`config.mk`:
```
export PLATFORM = sky130hd
export DESIGN_NAME = io_port_dec_flat
export DESIGN_NICKNAME = d
export VERILOG_FILES = /design/src/rtl/io_pkg.sv /design/src/rtl/io_port_dec_if.sv /design/src/rtl/io_err_log.sv /design/src/rtl/io_port_dec.sv /design/src/flat_wrapper.sv
export SDC_FILE = /design/constraint.sdc
export NUM_CORES = 1
export LEC_CHECK = 0
export BUFFER_PORTS_ARGS = -buffer_cell sky130_fd_sc_hd__buf_2
export CAP_MARGIN = 20
export CORE_UTILIZATION = 37
export CTS_CLUSTER_SIZE = 40
export DETAILED_ROUTE_END_ITERATION = 6
export PLACE_DENSITY = 0.82
export SLEW_MARGIN = 25
export SYNTH_ARGS = -nofsm -noshare
export SYNTH_HDL_FRONTEND = slang
export SYNTH_HIERARCHICAL = 1
export SYNTH_SLANG_ARGS = --single-unit
```
`constraint.sdc`:
```
create_clock -name clk -period 1.1 [get_ports clk]
set_input_delay 0.165 -clock clk [delete_from_list [all_inputs] [get_ports clk]]
set_output_delay 0.165 -clock clk [all_outputs]
set_load 0.01 [all_outputs]
```
`src/rtl/io_pkg.sv`:
```
// Shared constants and types for the PicoBlaze-successor I/O port decoder.
package io_pkg;

  localparam int IO_ADDR_W = 16;
  localparam int IO_DATA_W = 16;
  localparam int IO_BIT    = 15;

  localparam int PORT_LED  = 0;
  localparam int PORT_SW   = 1;
  localparam int PORT_UART = 7;

  typedef struct packed {
    logic collide;
    logic unmapped;
  } io_err_t;

endpackage

```
`src/rtl/io_port_dec_if.sv`:
```
// Core/peripheral bus seen by the port decoder: address, strobes, enables and read data.
interface io_port_dec_if #(
  parameter int ADDR_W = 16,
  parameter int DATA_W = 16,
  parameter int NPORTS = 8
);

  logic [ADDR_W-1:0]        port_id;
  logic                     write_strobe;
  logic                     read_strobe;
  logic [NPORTS*DATA_W-1:0] pdata_in;
  logic [NPORTS-1:0]        wr;
  logic [NPORTS-1:0]        rd;
  logic [DATA_W-1:0]        in_port;

  modport master (
    output port_id, write_strobe, read_strobe, pdata_in,
    input  wr, rd, in_port
  );

  modport slave (
    input  port_id, write_strobe, read_strobe, pdata_in,
    output wr, rd, in_port
  );

endinterface

```
`src/rtl/io_err_log.sv`:
```
// Sticky error flags plus capture of the port_id that raised the first error.
module io_err_log
  import io_pkg::*;
#(
  parameter int ADDR_W = IO_ADDR_W
) (
  input  logic              clk,
  input  logic              reset_n,
  input  io_err_t           ev,
  input  logic              err_clr,
  input  logic [ADDR_W-1:0] port_id,
  output logic              err_unmapped,
  output logic              err_collide,
  output logic [ADDR_W-1:0] err_addr
);

  io_err_t flags;

  // An error in the same cycle as a clear beats the clear and restarts the log.
  always_ff @(posedge clk or negedge reset_n) begin
    if (!reset_n) begin
      flags    <= '0;
      err_addr <= '0;
    end else if (|ev) begin
      if (err_clr || flags == '0) begin
        err_addr <= port_id;
      end
      flags <= err_clr ? ev : io_err_t'(flags | ev);
    end else if (err_clr) begin
      flags    <= '0;
      err_addr <= '0;
    end
  end

  assign err_unmapped = flags.unmapped;
  assign err_collide  = flags.collide;

endmodule

```
`src/rtl/io_port_dec.sv`:
```
// One-hot port decoder with registered read-data mux and sticky error logging.
module io_port_dec #(
  parameter int ADDR_W  = io_pkg::IO_ADDR_W,
  parameter int DATA_W  = io_pkg::IO_DATA_W,
  parameter int NPORTS  = 8,
  parameter int IO_BIT  = io_pkg::IO_BIT,
  parameter bit STRICT  = 1'b1,
  parameter bit REG_OUT = 1'b1
) (
  input  logic              clk,
  input  logic              reset_n,
  io_port_dec_if.slave      bus,
  input  logic              err_clr,
  output logic              err_unmapped,
  output logic              err_collide,
  output logic [ADDR_W-1:0] err_addr
);

  import io_pkg::*;

  localparam int SEL_W = (NPORTS > 1) ? $clog2(NPORTS) : 1;
  localparam logic [SEL_W:0] NPORTS_V = (SEL_W + 1)'(NPORTS);

  logic [SEL_W-1:0]  sel;
  logic              io_space;
  logic              in_range;
  logic              high_zero;
  logic              mapped;
  logic              do_wr;
  logic              do_rd;
  logic [NPORTS-1:0] wr_n;
  logic [NPORTS-1:0] rd_n;
  logic [DATA_W-1:0] rdata;
  io_err_t           ev;

  assign sel      = bus.port_id[SEL_W-1:0];
  assign io_space = ~bus.port_id[IO_BIT];
  assign in_range = {1'b0, sel} < NPORTS_V;

  // Bits between the select field and the I/O-space bit; only enforced when strict.
  if (IO_BIT > SEL_W) begin : g_high
    assign high_zero = ~|bus.port_id[IO_BIT-1:SEL_W];
  end else begin : g_nohigh
    assign high_zero = 1'b1;
  end

  assign mapped = io_space & in_range & (high_zero | !STRICT);
  assign do_wr  = bus.write_strobe & ~bus.read_strobe & mapped;
  assign do_rd  = bus.read_strobe & ~bus.write_strobe & mapped;

  always_comb begin
    wr_n  = '0;
    rd_n  = '0;
    rdata = '0;
    for (int k = 0; k < NPORTS; k++) begin
      if (sel == SEL_W'(k)) begin
        wr_n[k] = do_wr;
        rd_n[k] = do_rd;
        rdata   = bus.pdata_in[k*DATA_W +: DATA_W];
      end
    end
  end

  always_comb begin
    ev          = '0;
    ev.collide  = bus.write_strobe & bus.read_strobe;
    ev.unmapped = (bus.write_strobe | bus.read_strobe) & ~mapped;
  end

  // Read data follows port_id every cycle so it is ready at the strobe edge.
  always_ff @(posedge clk or negedge reset_n) begin
    if (!reset_n) begin
      bus.in_port <= '0;
    end else begin
      bus.in_port <= mapped ? rdata : '0;
    end
  end

  if (REG_OUT) begin : g_reg
    logic [NPORTS-1:0] wr_q;
    logic [NPORTS-1:0] rd_q;

    always_ff @(posedge clk or negedge reset_n) begin
      if (!reset_n) begin
        wr_q <= '0;
        rd_q <= '0;
      end else begin
        wr_q <= wr_n;
        rd_q <= rd_n;
      end
    end

    assign bus.wr = wr_q;
    assign bus.rd = rd_q;
  end else begin : g_comb
    assign bus.wr = wr_n;
    assign bus.rd = rd_n;
  end

  io_err_log #(
    .ADDR_W (ADDR_W)
  ) u_err_log (
    .clk          (clk),
    .reset_n      (reset_n),
    .ev           (ev),
    .err_clr      (err_clr),
    .port_id      (bus.port_id),
    .err_unmapped (err_unmapped),
    .err_collide  (err_collide),
    .err_addr     (err_addr)
  );

endmodule

```
`src/flat_wrapper.sv`:
```
// flat-port wrapper written by rule: the top's interface ports become plain ports
module io_port_dec_flat import io_pkg::*;
#(
  parameter int ADDR_W  = io_pkg::IO_ADDR_W,
  parameter int DATA_W  = io_pkg::IO_DATA_W,
  parameter int NPORTS  = 8,
  parameter int IO_BIT  = io_pkg::IO_BIT,
  parameter bit STRICT  = 1'b1,
  parameter bit REG_OUT = 1'b1
)
  (clk, reset_n, err_clr, err_unmapped, err_collide, err_addr, bus_port_id, bus_write_strobe, bus_read_strobe, bus_pdata_in, bus_wr, bus_rd, bus_in_port);
  io_port_dec_if #(.ADDR_W(ADDR_W), .DATA_W(DATA_W), .NPORTS(NPORTS)) bus_i ();
  input  logic clk;
  input  logic reset_n;
  input  logic err_clr;
  output logic err_unmapped;
  output logic err_collide;
  output logic [ADDR_W-1:0] err_addr;
  input wire logic [$bits(bus_i.port_id)-1:0] bus_port_id;
  input wire logic [$bits(bus_i.write_strobe)-1:0] bus_write_strobe;
  input wire logic [$bits(bus_i.read_strobe)-1:0] bus_read_strobe;
  input wire logic [$bits(bus_i.pdata_in)-1:0] bus_pdata_in;
  output wire logic [$bits(bus_i.wr)-1:0] bus_wr;
  output wire logic [$bits(bus_i.rd)-1:0] bus_rd;
  output wire logic [$bits(bus_i.in_port)-1:0] bus_in_port;
  assign bus_i.port_id = bus_port_id;
  assign bus_i.write_strobe = bus_write_strobe;
  assign bus_i.read_strobe = bus_read_strobe;
  assign bus_i.pdata_in = bus_pdata_in;
  assign bus_wr = bus_i.wr;
  assign bus_rd = bus_i.rd;
  assign bus_in_port = bus_i.in_port;
  io_port_dec #(.ADDR_W(ADDR_W), .DATA_W(DATA_W), .NPORTS(NPORTS), .IO_BIT(IO_BIT), .STRICT(STRICT), .REG_OUT(REG_OUT)) u_core (.clk(clk), .reset_n(reset_n), .bus(bus_i), .err_clr(err_clr), .err_unmapped(err_unmapped), .err_collide(err_collide), .err_addr(err_addr));
endmodule
```
==> out/results.ini <==
[detailed_routing]
finalWirelength_mm=9.10
drt_first_pass_iters=4
wl_per_cell_um=16.7
vias=2824
viasPerCell=5.17
drtIter0Drc=98
final_antenna_net_count=0
drc=0

[power_and_ir_drop]
powerDensity_nw_per_um2=950
power_mw=4.09
power.leakage_nw=2.23
ir_drop_mv=0.512

[floorplan]
fp.dieW_um=89.3
die_area_um2=7970
core_area_um2=7290
pin_count=199
die_y_um=89.3
rows=31
start_util_pct=38.7

[clock_network]
clk_pin_slew_worst_paths_ns=0.09
clock_sinks=50
htree_levels=2
clk_latency_ns=0.29
cts_max_path_buffers=2
cts_tree=built
cts_made_buffers=5
root_buffer=clkbuf_8

[final_layout]
drive_gt1_share_pct=65.2
area_growth_pct=52.8
final_nets=595
final_cell_area_um2=4310

[timing]
tightestPinTransition_ns=0.311
max_freq_mhz=731
slew_viol_final=0
setup_viol=30
rsz0062_at_grt=yes
setup_ws_ns=-0.268
maxSlewHeadroom_pct=79.2
hold_ws_ns=0.104
hold_viol=0
clock_skew_ns=0.00720
fin_crit_sh_pct=124
period_needed_ns=1.37

[setup_path]
crit_required_ns=1.33
r2r_setup_slack_ns=-0.12
cp-end-kind=flip-flop
path_class=in -> reg
crit_path_start=bus_port_id[4]
worstReg2RegEnd=u_core/u_err_log/err_addr[12]
cp.arrival_ns=1.59
start_kind=input pin
r2r_start=u_core/u_err_log/err_unmapped
cp_max_fo=16
r2r_cells=4

[yosys]
async_reset_ff_share_pct=100
yosysSeqAreaShare_pct=44.4
syn_nets=372
ys_ff_latch=50
syn_area_per_cell_um2=12.6
synth.distinct_cells=41
synth_area_um2=2820
ys_top_cells_by_area=dfrtp_1, mux4_2, nor2_1, mux4_1, mux2_2
ys_warn_count=6
synth_enable_flop_cells=0
synth_top_area_share_pct=44.4
synth_cells=223
synth_flop_cell=dfrtp_1
yosysMostFrequentCell=dfrtp_1
synth_top_cell_by_area=dfrtp_1
synth_common_cells=dfrtp_1, nor2_1, mux4_2

[run_status]
violations=negative setup slack
outcome=complete, but fails checks

[min_path]
hp-start=bus_port_id[13]
min_path_cells=2
hold_path_class=in -> reg
whs_endpoint=u_core/u_err_log/err_addr[13]

[grt]
grt_pass1_vias=2814
grt_pass1_wl_mm=13.1
grt_overflow=0
antenna_found_initial=1
grtUsageTotal_pct=22.4
grt_max_degree=51

[placement]
dp_hpwl_mm=7.21
postPlaceCellArea_um2=4100
numPortBuffers=198
gp_congestion=0.858

[job]
cap_violations=0

[worst max-delay path, stage by stage]
cell and delay (ns):
buf_2 0.11, nor4_2 0.28, nand4_1 0.15, o21a_1 0.15
or2_4 0.26, a21oi_4 0.17, buf_12 0.16, a22o_1 0.14
[flip-flops by register name, summed over array words and instances, names as in the netlist]
name	count
u_core/bus.wr	8
u_core/bus.rd	8
u_core/bus.in_port	16
u_core/u_err_log/err_collide	1
u_core/u_err_log/err_unmapped	1
u_core/u_err_log/err_addr	16
[cell type report]
class,count,area (um^2)
inverter,4,15.0
clock inverter,2,15.0
timing repair buffer,231,1370
tap,99,124
sequential,50,1250
clock buffer,5,68.8
antenna,1,2.50
fill,654,2980
multi-input combinational,154,1460
[worst max-delay path by stage]
| stage | endpoint | slack [ns] | cells after the start |
|---|---|---|---|
| 3_3_place_gp | u_core/u_err_log/err_addr[4] | -0.59 | 7 |
| 2_1_floorplan | u_core/u_err_log/err_addr[9] | -0.76 | 9 |
| 6_report | u_core/u_err_log/err_addr[12] | -0.27 | 8 |
| 3_5_place_dp | u_core/u_err_log/err_addr[7] | -0.64 | 7 |
| 5_1_grt | u_core/bus.wr[2] | -0.34 | 6 |
| 4_1_cts | u_core/u_err_log/err_addr[7] | -0.26 | 7 |
[repair_timing]
item,in CTS,in global routing
hold endpoints to repair,50,0
gates cloned,1,1
setup buffers,1,4
resized for setup,7,5
hold buffers,1,0
pin swaps,4,4
setup endpoints to repair,33,41
[power by group]
part,switching (mW),total [mW],internal (mW)
Sequential,0.0442,1.95,1.91
Combinational,0.490,1.14,0.645
Clock,0.573,1.01,0.435
[metal layers]
layer  global-route usage [%]  up-vias  wire length [um]
met3                     3.88       12               633
li1                         -     1306                 -
met2                     40.5      142              4790
met5                        0        -                 0
met1                     26.5     1364              3500
met4                     8.80        0               178
[cells in the final DEF, fill, tap and decap left out, types with 3 or more instances in the layout]
cell	instances
a2111oi_2	7
a21oi_1	8
a22o_1	9
a22o_2	5
a22oi_1	3
buf_12	6
buf_2	193
buf_4	23
buf_6	6
clkbuf_8	5
dfrtp_1	50
inv_1	3
mux2_2	10
mux2i_1	6
mux4_2	18
nand2_1	3
nand3_1	3
nor2_1	36
o22ai_1	10
or3_1	4
[stage by stage]
step                      cells  TNS [ns]  utilization (%)  setup slack, ns
after floorplan             223    -11.71                -           -0.763
after global placement      532    -19.48             56.2           -0.585
after detailed placement    532    -21.06             56.2           -0.635
after CTS                   542     -5.67             58.3           -0.261
after global routing        546     -9.00             59.1           -0.341
final                       546     -5.82             59.1           -0.268
[cells by family (layout without fill, tap and decap cells)]
logic type	Yosys count	after routing	synth area share, %
muxes	36	36	22.8
and+or+nand+nor	62	62	10.4
buffers and inverters	20	242	5.15
AOI/OAI and AO/OA	55	56	17.3
DFF	50	50	44.4
other	0	1	0
Power figures use the tool's default switching activity.
